**config.mk**
```make
export PLATFORM = sky130hd
export DESIGN_NAME = oam_sprite_scan
export DESIGN_NICKNAME = d
export VERILOG_FILES = /design/src/rtl/oam_sprite_scan.sv
export SDC_FILE = /design/constraint.sdc
export NUM_CORES = 1
export LEC_CHECK = 0
export BUFFER_PORTS_ARGS = -buffer_cell sky130_fd_sc_hd__buf_2
export CORE_MARGIN = 2
export CORE_UTILIZATION = 50
export DETAILED_ROUTE_END_ITERATION = 8
export PLACE_DENSITY = 0.8
export SYNTH_ARGS = -nofsm -noshare
export SYNTH_HDL_FRONTEND = slang
export SYNTH_SLANG_ARGS = --single-unit
```
**constraint.sdc**
```tcl
create_clock -name clock -period 5.3 [get_ports clock]
set_input_delay 0.265 -clock clock [delete_from_list [all_inputs] [get_ports clock]]
set_output_delay 0.265 -clock clock [all_outputs]
set_load 0.005 [all_outputs]
```
**src/rtl/oam_sprite_scan.sv**
```systemverilog
// oam_sprite_scan: per-line OBJ range scan over OAM with CPU-priority port sharing and a hit FIFO
module oam_sprite_scan #(
  parameter int FIFO_DEPTH = 4,
  parameter int MAX_HITS   = 32
) (
  input  logic        clock,
  input  logic        reset,
  input  logic        line_start,
  input  logic [7:0]  line_y,
  input  logic        cpu_req,
  input  logic        cpu_we,
  input  logic [7:0]  cpu_addr,
  input  logic [3:0]  cpu_be,
  input  logic [31:0] cpu_wdata,
  output logic        cpu_ack,
  output logic [31:0] cpu_rdata,
  output logic [7:0]  ram_addr,
  output logic        ram_we,
  output logic [3:0]  ram_be,
  output logic [31:0] ram_wdata,
  input  logic [31:0] ram_rdata,
  output logic        hit_valid,
  output logic [6:0]  hit_index,
  input  logic        hit_ready,
  output logic        scan_busy,
  output logic        scan_done,
  output logic        overflow
);
  localparam int AW = (FIFO_DEPTH > 1) ? $clog2(FIFO_DEPTH) : 1;
  localparam logic [AW:0] DEPTH = (AW + 1)'(FIFO_DEPTH);
  localparam logic [7:0] MAXH = 8'(MAX_HITS);
  localparam logic [0:0] S_IDLE = 1'b0;
  localparam logic [0:0] S_SCAN = 1'b1;

  logic [0:0]    state_q, state_d;
  logic [6:0]    idx_q, idx_d;
  logic [7:0]    line_q, line_d;
  logic [7:0]    hits_q, hits_d;
  logic          ovf_q, ovf_d;
  logic          done_q, done_d;
  logic          ack_q, ack_d;
  logic [31:0]   rdata_q, rdata_d;
  logic          hv_q, hv_d;
  logic [6:0]    mem_q [FIFO_DEPTH];
  logic [6:0]    mem_d [FIFO_DEPTH];
  logic [AW-1:0] wr_q, wr_d, rd_q, rd_d;
  logic [AW:0]   cnt_q, cnt_d;

  logic        cpu_own;
  logic [7:0]  obj_y, diff;
  logic [1:0]  mode, shape, size;
  logic [2:0]  lg, lg2;
  logic [8:0]  height;
  logic        obj_hit;
  logic        pop, full, eval, push, last;
  logic [7:0]  hits_nx;

  // CPU wins the port on any cycle it is not being acknowledged; the scanner gets the rest
  always_comb begin
    cpu_own   = cpu_req & ~ack_q;
    ram_addr  = cpu_own ? cpu_addr : {idx_q, 1'b0};
    ram_we    = cpu_own & cpu_we;
    ram_be    = (cpu_own & cpu_we) ? cpu_be : 4'd0;
    ram_wdata = cpu_own ? cpu_wdata : 32'd0;
  end

  // Vertical range test of the attr0/attr1 word currently on the RAM bus
  always_comb begin
    obj_y   = ram_rdata[7:0];
    mode    = ram_rdata[9:8];
    shape   = ram_rdata[15:14];
    size    = ram_rdata[31:30];
    lg      = (shape == 2'd0) ? 3'd3 + {1'b0, size} :
              (shape == 2'd1) ? ((size == 2'd0) ? 3'd3 : 3'd2 + {1'b0, size}) :
              ((size == 2'd0) ? 3'd4 : (size == 2'd3) ? 3'd6 : 3'd5);
    lg2     = lg + {2'b0, mode == 2'b11};
    height  = 9'd1 << lg2;
    diff    = line_q - obj_y;
    obj_hit = !(mode == 2'b10 || shape == 2'b11) && ({1'b0, diff} < height);
  end

  // Scan sequencing, hit FIFO bookkeeping and CPU completion
  always_comb begin
    pop      = hv_q & hit_ready;
    full     = cnt_q == DEPTH;
    eval     = (state_q == S_SCAN) & ~cpu_own & (~full | pop) & ~line_start;
    push     = eval & obj_hit;
    hits_nx  = hits_q + 8'd1;
    last     = eval & ((idx_q == 7'd127) | (push & (hits_nx == MAXH)));
    state_d  = state_q;
    idx_d    = idx_q;
    line_d   = line_q;
    hits_d   = hits_q;
    ovf_d    = ovf_q;
    done_d   = 1'b0;
    mem_d    = mem_q;
    wr_d     = wr_q;
    rd_d     = rd_q;
    cnt_d    = cnt_q + {{AW{1'b0}}, push} - {{AW{1'b0}}, pop};
    ack_d    = cpu_own;
    rdata_d  = (cpu_own & ~cpu_we) ? ram_rdata : rdata_q;
    if (pop) rd_d = rd_q + 1'b1;
    if (push) begin
      mem_d[wr_q] = idx_q;
      wr_d        = wr_q + 1'b1;
      hits_d      = hits_nx;
      if (hits_nx == MAXH) ovf_d = 1'b1;
    end
    if (eval) idx_d = last ? 7'd0 : idx_q + 7'd1;
    if (last) begin
      state_d = S_IDLE;
      done_d  = 1'b1;
    end
    if (line_start) begin
      state_d = S_SCAN;
      idx_d   = 7'd0;
      hits_d  = 8'd0;
      ovf_d   = 1'b0;
      line_d  = line_y;
      wr_d    = '0;
      rd_d    = '0;
      cnt_d   = '0;
    end
    hv_d = cnt_d != '0;
  end

  // State registers
  always_ff @(posedge clock or posedge reset) begin
    if (reset) begin
      state_q <= S_IDLE;
      idx_q   <= '0;
      line_q  <= '0;
      hits_q  <= '0;
      ovf_q   <= 1'b0;
      done_q  <= 1'b0;
      ack_q   <= 1'b0;
      rdata_q <= '0;
      hv_q    <= 1'b0;
      mem_q   <= '{default: '0};
      wr_q    <= '0;
      rd_q    <= '0;
      cnt_q   <= '0;
    end else begin
      state_q <= state_d;
      idx_q   <= idx_d;
      line_q  <= line_d;
      hits_q  <= hits_d;
      ovf_q   <= ovf_d;
      done_q  <= done_d;
      ack_q   <= ack_d;
      rdata_q <= rdata_d;
      hv_q    <= hv_d;
      mem_q   <= mem_d;
      wr_q    <= wr_d;
      rd_q    <= rd_d;
      cnt_q   <= cnt_d;
    end
  end

  assign cpu_ack   = ack_q;
  assign cpu_rdata = rdata_q;
  assign hit_valid = hv_q;
  assign hit_index = mem_q[rd_q];
  assign scan_busy = state_q == S_SCAN;
  assign scan_done = done_q;
  assign overflow  = ovf_q;
endmodule

```
==> results of run 1 <==
## kinds of logic after synthesis
kind of cell               Yosys count
and+or+nand+nor                    152
buffers and inverters               49
adders and majority gates           29
AOI/OAI and AO/OA                   59
xor gates and xnor gates            12
muxes                               77
DFF                                 95
## power groups by stage
stage	Clock [mW]	Combinational, mW	Sequential [mW]
2_1_floorplan	0	0.376	0.891
3_3_place_gp	0	0.527	0.909
3_5_place_dp	0	0.554	0.916
4_1_cts	0.438	0.559	0.903
5_1_grt	0.468	0.620	0.919
6_report	0.423	0.557	0.902
## synth_stat cells (3+ instances only)
cell type | number | share of area
nor2b_1 | 7 | 0.0084
a211oi_1 | 3 | 0.0043
xor2_1 | 5 | 0.0084
a21oi_1 | 16 | 0.015
and3_1 | 5 | 0.0060
nand2b_1 | 5 | 0.0060
nor3_1 | 5 | 0.0048
nand2_1 | 44 | 0.032
and2_1 | 38 | 0.046
mux2_2 | 68 | 0.15
clkbuf_1 | 14 | 0.010
o31ai_1 | 4 | 0.0058
o41ai_1 | 3 | 0.0051
nor2_1 | 18 | 0.013
or3_1 | 4 | 0.0048
a21o_1 | 4 | 0.0058
o211ai_1 | 3 | 0.0043
buf_1 | 3 | 0.0022
dfrtp_1 | 95 | 0.46
or4_1 | 4 | 0.0058
nand3_2 | 4 | 0.0077
inv_1 | 26 | 0.019
mux4_2 | 7 | 0.030
xnor2_1 | 7 | 0.012
ha_1 | 27 | 0.065
nand3_1 | 14 | 0.013
o21ai_0 | 14 | 0.013
## worst paths after layout
path / start / to / slack, ps / depth (start not counted)
worst max-delay path: line_q[0] / hit_valid / 620 / 22
worst min-delay path: reset / cpu_rdata[23] / -10 / 2
worst max register to register: line_q[0] / hit_valid / 620 / 22
worst min register to register: cpu_rdata[9] / cpu_rdata[9] / 510 / 1
max in group asynchronous: reset / mem_q[10] / 4190 / 3
min in group clock: ram_rdata[13] / cpu_rdata[13] / 120 / 2
## per-stage QoR
step | total power, mW | utilization | instance area [µm²]
final | 1.88 | 0.623 | 6350
after CTS | 1.90 | 0.623 | 6350
after detailed placement | 1.47 | 0.607 | 6180
after global placement | 1.44 | 0.607 | 6180
after global routing | 2.01 | 0.623 | 6350
after floorplan | 1.27 | - | 5190
## final cells by class
| class | instances | area (µm²) |
|---|---|---|
| fillers | 853 | 3840 |
| multi-input cells | 329 | 2620 |
| flip-flops and latches | 95 | 2380 |
| repair buffers | 181 | 913 |
| well taps | 136 | 170 |
| clock buffers | 10 | 128 |
| inverters | 27 | 103 |
| clock inverters | 5 | 35.0 |
## metal layers
layer	vias to the layer above	global-route usage	routed length [µm]
met5	-	0	0
met2	143	0.393	6260
met1	2015	0.285	5260
li1	1970	-	-
met3	14	0.0490	731
met4	0	0.0761	167
## state kept, by name (all words and copies together) (netlist names)
name and flops:
mem_q 28, idx_q 7, rd_q 2, scan_done 1, scan_busy 1, cpu_rdata 32
overflow 1, wr_q 2, hit_valid 1, cpu_ack 1, line_q 8, hits_q 8
cnt_q 3
==> results.py, run 1 <==
metrics = {
    "outcome": {
        "run_status": "finished, violations left",
        "violations": "negative hold slack",
    },
    "yosys": {
        "avgSynthCellArea_um2": 11.0,
        "yosys.area_share.simple": 0.152,
        "ys_ff_latch": 95,
        "ys_warn_count": 0,
        "yosysSeqAreaShare": 0.458,
        "synth_enable_flop_cells": 0,
        "synth_cell_type_count": 48,
        "synth_mux_area_frac": 0.182,
        "synth_top_family_by_area": "multiplexers",
        "synthArstFlopShare": 1.00,
        "synthAdderAreaFrac": 0.0728,
        "synthCells": 473,
        "synthFlopType": "dfrtp_1",
        "synth_xor_area_frac": 0.0202,
        "synth_compound_area_frac": 0.0766,
        "syn-num-nets": 592,
        "netlist_area_um2": 5190,
    },
    "place": {
        "io_buffers": 178,
        "place_inst": 768,
        "dp_hpwl_um": 9280,
        "routabilityCongestion": 0.946,
        "pre_cts_ws_ps": 401,
    },
    "global_route": {
        "grt_pass1_wl_um": 20100,
        "grtUsageTotal": 0.227,
        "grt_pass1_vias": 4205,
        "grt-ovfl-total": 0,
        "grt_max_degree": 54,
        "antenna_found_initial": 0,
    },
    "route": {
        "first_iter_violations": 291,
        "drc": 0,
        "vias": 4142,
        "viasPerCell": 5.29,
        "wl_per_cell_um": 15.9,
        "drtAntennaViolNets": 0,
        "firstDrtPassIters": 4,
        "wl_um": 12400,
    },
    "clocking": {
        "cts_tree": "done",
        "cts_sinks": 95,
        "postCtsSetupRepairBufs": 0,
        "clk_latency_ps": 370,
        "postCtsResizedCells": 0,
        "holdBufCountCts": 0,
        "clkTransAtPathRegs_ps": 90,
        "clockBufferDepth": 2,
        "htreeDepth": 3,
        "cts_buffers": 9,
        "root_buffer": "clkbuf_8",
    },
    "sta": {
        "rsz0062_at_grt": "false",
        "fin_tns_setup_ps": 0,
        "min_period_over_period": 0.883,
        "post-route-min-period_ps": 4680,
        "finalSetupViolCount": 0,
        "final_max_slew_viol_count": 0,
        "max_freq_mhz": 214,
        "hold_violations": 25,
        "finalClockSkew_ps": 11.0,
        "worst_slew_pin_slew_ps": 725,
        "slew_headroom": 0.515,
        "hold_ws_ps": -12.6,
        "setup_ws_ps": 618,
    },
    "setup_path": {
        "worst_ep_required_time_ps": 5550,
        "cp_max_fo": 16,
        "critPathMostFrequentCell": "inv_1",
        "critPathKind": "reg -> reg",
        "worstPathCellList": "inv_1 > ha_1 > inv_1 > fa_1 > a21o_1 > a21oi_1 > o21bai_1 > a21oi_1 > xnor2_1 > ha_1 > and3_1 > a221oi_2 > o21ai_2 > nor2_1 > inv_1 > ha_1 > inv_1 > ha_1 > inv_1 > fa_1 > nor2_1 > or3_1",
        "path_buf_inv": 5,
        "crit_family": "adder cells",
        "critPathCaptureType": "register",
        "crit_path_start_kind": "register",
        "critPathSlowestCell": "fa_1",
        "max_stage_delay_ps": 480,
        "crit_arrival_ps": 4930,
    },
    "run": {
        "timing.max_cap.violations": 0,
    },
    "die": {
        "die-area_um2": 11200,
        "dieHeight_um": 106,
        "die_x_um": 106,
        "num_io_pins": 179,
        "std_cell_rows": 37,
        "start_util": 0.510,
        "core_area_um2": 10200,
    },
    "power_and_ir_drop": {
        "swShare": 0.326,
        "seq_power_share": 0.479,
        "ir_worst_vdd_uv": 195,
        "p_comb_frac": 0.296,
        "internal_power_mw": 1.27,
        "pwr-share-clk": 0.225,
        "power_density_nw_per_um2": 297,
        "p_leak_nw": 3.25,
        "p_sw_uw": 614,
    },
    "cells_and_area": {
        "final_cell_mix": "178 x buf_2, 95 x dfrtp_1, 68 x mux2_2, 44 x nand2_1, 38 x and2_1",
        "num-nets-final": 762,
        "drive_gt1_frac": 0.437,
        "layout_commonest_cell": "buf_2",
        "syn_to_final_growth_pct": 22.2,
        "diodes": 0,
        "instances_no_fill": 783,
    },
    "hold_path": {
        "hold_class": "in -> async",
    },
}
Note: power is estimated with default switching activity, not from simulation.
==> run 2, diff against run 1 <==
--- a/config.mk
+++ b/config.mk
@@ -6,7 +6,7 @@
 export NUM_CORES = 1
 export LEC_CHECK = 0
 export BUFFER_PORTS_ARGS = -buffer_cell sky130_fd_sc_hd__buf_2
-export CORE_MARGIN = 2
+export CORE_MARGIN = 3
 export CORE_UTILIZATION = 50
 export DETAILED_ROUTE_END_ITERATION = 8
 export PLACE_DENSITY = 0.8
==> run 2 against run 1 <==
Net effect:
- the flow now finishes without violations
- design area rose by 1.1%
- sequential power about the same
- sequential share of layout area shrank 0.42 points
- die area is 3.8% higher
- global-route usage fell by 0.24 points
- critical endpoint unchanged
- largest power group unchanged
==> results.py, run 2 (same netlist as run 1, synthesis figures left out) <==
metrics = {
    "outcome": {
        "run_status": "finished clean",
    },
    "place": {
        "dp_hpwl_um": 9740,
        "pre_cts_ws_ps": 386,
        "placed_area_um2": 6180,
        "io_buffers": 178,
        "routabilityCongestion": 0.857,
    },
    "clocking": {
        "cts_sinks": 95,
        "postCtsSetupRepairBufs": 0,
        "clk_latency_ps": 370,
        "clockBufferDepth": 2,
        "cts_tree": "done",
        "clkTransAtPathRegs_ps": 90,
        "cts_buffers": 9,
        "root_buffer": "clkbuf_8",
        "htreeDepth": 3,
    },
    "setup_path": {
        "critPathCaptureType": "register",
        "crit_start": "line_q[0]",
        "critPathKind": "reg -> reg",
        "worst_ep_required_time_ps": 5550,
        "crit_arrival_ps": 4870,
        "r2r_cells": 22,
        "reg2reg_from": "line_q[0]",
        "r2r-end": "hit_valid",
        "r2r_slack_ps": 670,
        "crit_path_start_kind": "register",
        "cp_max_fo": 16,
    },
    "hold_path": {
        "min_from": "ram_rdata[17]",
        "holdPathEnd": "cpu_rdata[17]",
        "whs_path_depth": 2,
        "hold_class": "in -> reg",
    },
    "sta": {
        "setup_ws_ps": 673,
        "hold_violations": 0,
        "fin_tns_setup_ps": 0,
        "min_period_over_period": 0.873,
        "rsz0062_at_grt": "false",
        "max_freq_mhz": 216,
        "finalClockSkew_ps": 9.96,
        "final_max_slew_viol_count": 0,
        "post-route-min-period_ps": 4630,
        "finalSetupViolCount": 0,
        "worst_slew_pin_slew_ps": 731,
        "slew_headroom": 0.509,
    },
    "global_route": {
        "grt_max_degree": 60,
        "grt-busiest-layer": "met2",
        "grtUsageMet2": 0.403,
        "grtUsageTotal": 0.225,
        "antenna_found_initial": 0,
        "met3_usage": 0.0438,
        "grt_pass1_vias": 4262,
        "grt-ovfl-total": 0,
        "grt_use_met1": 0.275,
        "grt_pass1_wl_um": 20600,
    },
    "cells_and_area": {
        "postLayoutCoreUtil": 0.645,
        "largest_register_ffs": 32,
        "final_cell_mix": "178 x buf_2, 95 x dfrtp_1, 68 x mux2_2, 44 x nand2_1, 38 x and2_1",
        "fillerInstances": 774,
        "syn_to_final_growth_pct": 23.6,
        "layout_commonest_cell": "buf_2",
        "drive_gt1_frac": 0.439,
        "diodes": 0,
        "fin_area_um2": 6420,
        "num-nets-final": 763,
    },
    "die": {
        "dieHeight_um": 108,
        "start_util": 0.522,
        "num_io_pins": 179,
        "core_area_um2": 9950,
        "die-area_um2": 11600,
        "die_x_um": 108,
        "std_cell_rows": 36,
    },
    "route": {
        "viasPerCell": 5.38,
        "drtAntennaViolNets": 0,
        "drc": 0,
        "wl_um": 12900,
        "vias": 4204,
        "firstDrtPassIters": 4,
        "wl_per_cell_um": 16.4,
        "first_iter_violations": 179,
    },
    "power_and_ir_drop": {
        "finalPower_mw": 2.00,
        "p_leak_nw": 3.29,
        "ir_worst_vdd_uv": 207,
        "power_density_nw_per_um2": 312,
    },
    "run": {
        "timing.max_cap.violations": 0,
    },
}
## run 2: how the worst max path moves through the flow
stage                endpoint  slack, ps  cells past startpoint
floorplan           hit_valid        920                     25
global route        hit_valid        320                     25
detailed placement  hit_valid        390                     24
global placement    hit_valid        670                     24
CTS                 hit_valid        640                     22
finish              hit_valid        670                     22
## run 2: where the power goes
| part | internal [mW] | switching (mW) |
|---|---|---|
| logic | 0.277 | 0.276 |
| registers | 0.822 | 0.0807 |
| clock network | 0.281 | 0.264 |
## run 2: cell type report
cell class                 count  area, µm²  share of cell area
multi-input combinational    329       2620               0.408
sequential                    95       2380               0.370
timing repair buffer         182        923               0.144
tap                          133        166              0.0259
clock buffer                  10        138              0.0214
inverter                      27        103              0.0160
clock inverter                 6       90.1              0.0140
## run 2: per-layer routing
layer / wire [µm] / share of wire / vias to the layer above
met1: 5240 / 0.41 / 2037
li1: - / - / 1992
met2: 6560 / 0.51 / 158
met4: 248 / 0.019 / 0
met3: 811 / 0.063 / 17
met5: 0 / 0 / -
## run 2: what timing repair did
action / 4_1_cts / 5_1_grt
endpoints found under the hold margin: 36 / 0
endpoints found under the setup margin: 0 / 0
hold buffers: 1 / 0
gates resized for setup: 0 / 0
## run 2: critical path: stages (launching register included)
cell and delay [ps]:
dfrtp_1 380, inv_1 70, ha_1 140, inv_1 50, fa_1 400, a21o_1 170
a21oi_1 210, o21bai_1 90, a21oi_1 180, xnor2_1 150, ha_1 260, and3_1 210
a221oi_2 300, o21ai_2 230, nor2_1 190, inv_1 60, ha_1 280, inv_1 60
ha_1 120, inv_1 50, fa_1 480, nor2_1 50, or3_1 390
## run 2: metrics by stage
stage,hold WS (ps),cells
4_1_cts,110,782
6_report,126,782
3_5_place_dp,356,765
2_1_floorplan,382,473
3_3_place_gp,351,765
5_1_grt,113,782
==> run 3, diff against run 2 <==
--- a/config.mk
+++ b/config.mk
@@ -9,7 +9,7 @@
 export CORE_MARGIN = 3
 export CORE_UTILIZATION = 50
 export DETAILED_ROUTE_END_ITERATION = 8
-export PLACE_DENSITY = 0.8
+export PLACE_DENSITY = 0.9
 export SYNTH_ARGS = -nofsm -noshare
 export SYNTH_HDL_FRONTEND = slang
 export SYNTH_SLANG_ARGS = --single-unit
==> run 3 against run 2 <==
Net effect:
- clock power is 2% lower
- die area stayed put
- highest routed layer unchanged
- clock-buffer cell count is 1 lower
- core utilization is 0.16 points lower
- via count is 1.7% higher
- clock skew is 1.1 ps lower
- design area is 0.25% lower
- hold slack worse by 1.5 ps
- sequential share of layout area is 0.094 points higher
==> results.py, run 3 (same netlist as run 1, synthesis figures left out) <==
metrics = {
    "outcome": {
        "run_status": "finished clean",
    },
    "route": {
        "drtAntennaViolNets": 0,
        "drc": 0,
        "wl_per_cell_um": 16.8,
        "wl_um": 13100,
        "viasPerCell": 5.48,
        "first_iter_violations": 315,
        "vias": 4277,
        "firstDrtPassIters": 6,
    },
    "power_and_ir_drop": {
        "ir_worst_vdd_uv": 247,
        "power_density_nw_per_um2": 311,
        "finalPower_mw": 1.99,
        "p_leak_nw": 3.28,
    },
    "cells_and_area": {
        "layout_commonest_cell": "buf_2",
        "seq_area_um2": 2380,
        "multi_input_area_um2": 2620,
        "final_cell_mix": "178 x buf_2, 95 x dfrtp_1, 68 x mux2_2, 44 x nand2_1, 38 x and2_1",
        "largest_register_ffs": 32,
        "drive_gt1_frac": 0.438,
        "instances_no_fill": 781,
        "fin_area_um2": 6400,
        "diodes": 0,
        "fillerInstances": 748,
        "num-nets-final": 762,
        "syn_to_final_growth_pct": 23.2,
    },
    "setup_path": {
        "critPathKind": "reg -> reg",
        "crit_start": "line_q[0]",
        "critPathMostFrequentCell": "inv_1",
        "critPathSlowestCell": "fa_1",
        "crit_arrival_ps": 4910,
        "r2r_cells": 23,
        "max_stage_delay_ps": 400,
        "r2r-end": "hit_valid",
        "crit_path_start_kind": "register",
        "cp_max_fo": 16,
        "reg2reg_from": "line_q[0]",
        "r2r_slack_ps": 640,
        "worstPathCellList": "inv_1 > ha_1 > inv_1 > fa_1 > a21o_1 > a21oi_1 > o21bai_1 > a21oi_1 > xnor2_1 > ha_1 > and3_1 > a221oi_2 > o21ai_2 > nor2_1 > inv_1 > ha_1 > inv_1 > ha_1 > inv_1 > fa_1 > xnor2_1 > nor2_1 > or3_1",
        "endpoint": "hit_valid",
        "worst_ep_required_time_ps": 5550,
        "critPathCaptureType": "register",
    },
    "sta": {
        "finalSetupViolCount": 0,
        "post-route-min-period_ps": 4660,
        "finalClockSkew_ps": 8.87,
        "worst_slew_pin_slew_ps": 1200,
        "max_freq_mhz": 215,
        "final_max_slew_viol_count": 0,
        "fin_tns_setup_ps": 0,
        "slew_headroom": 0.198,
        "hold_violations": 0,
        "min_period_over_period": 0.879,
        "hold_ws_ps": 125,
        "rsz0062_at_grt": "false",
    },
    "die": {
        "std_cell_rows": 36,
        "num_io_pins": 179,
        "dieHeight_um": 108,
        "core_area_um2": 9950,
        "start_util": 0.522,
        "die-area_um2": 11600,
        "die_x_um": 108,
    },
    "clocking": {
        "root_buffer": "clkbuf_8",
        "cts_tree": "done",
        "clk_latency_ps": 370,
        "clockBufferDepth": 2,
        "postCtsSetupRepairBufs": 0,
        "htreeDepth": 3,
        "cts_sinks": 95,
        "cts_buffers": 9,
        "clkTransAtPathRegs_ps": 100,
    },
    "global_route": {
        "antenna_found_initial": 0,
        "grt_max_degree": 57,
        "grt_pass1_wl_um": 20500,
        "grt_pass1_vias": 4171,
        "grt-ovfl-total": 0,
        "grtUsageTotal": 0.223,
    },
    "place": {
        "routabilityCongestion": 0.979,
        "dp_hpwl_um": 9880,
        "placed_area_um2": 6170,
        "io_buffers": 178,
        "place_inst": 764,
    },
    "run": {
        "timing.max_cap.violations": 0,
    },
    "hold_path": {
        "hold_class": "in -> reg",
    },
}
[run 3: cell types whose count changed in the layout (fill, tap and decap cells not counted), sizes merged]
cell / delta
clkbuf: -1
clkinv: +1
buf: -1
[run 3: layer usage]
layer | routed length (µm) | global-route usage | vias to the layer above
li1 | - | - | 1988
met5 | 0 | 0 | -
met1 | 5240 | 0.267 | 2074
met3 | 848 | 0.0408 | 22
met2 | 6840 | 0.405 | 193
met4 | 199 | 0.0694 | 0
[run 3: critical path, delay by kind of cell, from the launching register on]
family	cells	cell delay, ps
fa+ha+maj	6	1610
compound gates	6	1190
simple gates	4	780
flops	1	370
xor+xnor	2	300
buf+inv	5	300
[run 3: area by class of cell]
class,instances,area share
clock inverter,7,0.0149
inverter,27,0.0160
clock buffer,9,0.0194
timing repair buffer,181,0.143
sequential,95,0.371
multi-input combinational,329,0.409
tap,133,0.0260
[run 3: per-stage QoR]
step	worst slack, ps	utilization
2_1_floorplan	924	-
3_3_place_gp	679	0.620
3_5_place_dp	425	0.620
4_1_cts	611	0.643
5_1_grt	219	0.643
6_report	642	0.643
[run 3: worst min-delay path by stage]
stage | from | end | depth (start not counted)
after floorplan | line_y[0] | line_q[0] | 2
after CTS | line_y[4] | line_q[4] | 2
final | line_y[4] | line_q[4] | 2
after global placement | reset | cpu_rdata[22] | 2
after detailed placement | reset | cpu_rdata[22] | 2
after global routing | ram_rdata[29] | cpu_rdata[29] | 2
[run 3: power breakdown]
| group | switching [mW] | internal (mW) |
|---|---|---|
| Sequential | 0.0810 | 0.822 |
| Clock | 0.266 | 0.268 |
| Combinational | 0.280 | 0.276 |
[run 3: timing repair]
item,CTS,global route
setup endpoints to repair,0,0
hold buffers,1,0
resized for setup,0,0
endpoints found under the hold margin,39,0
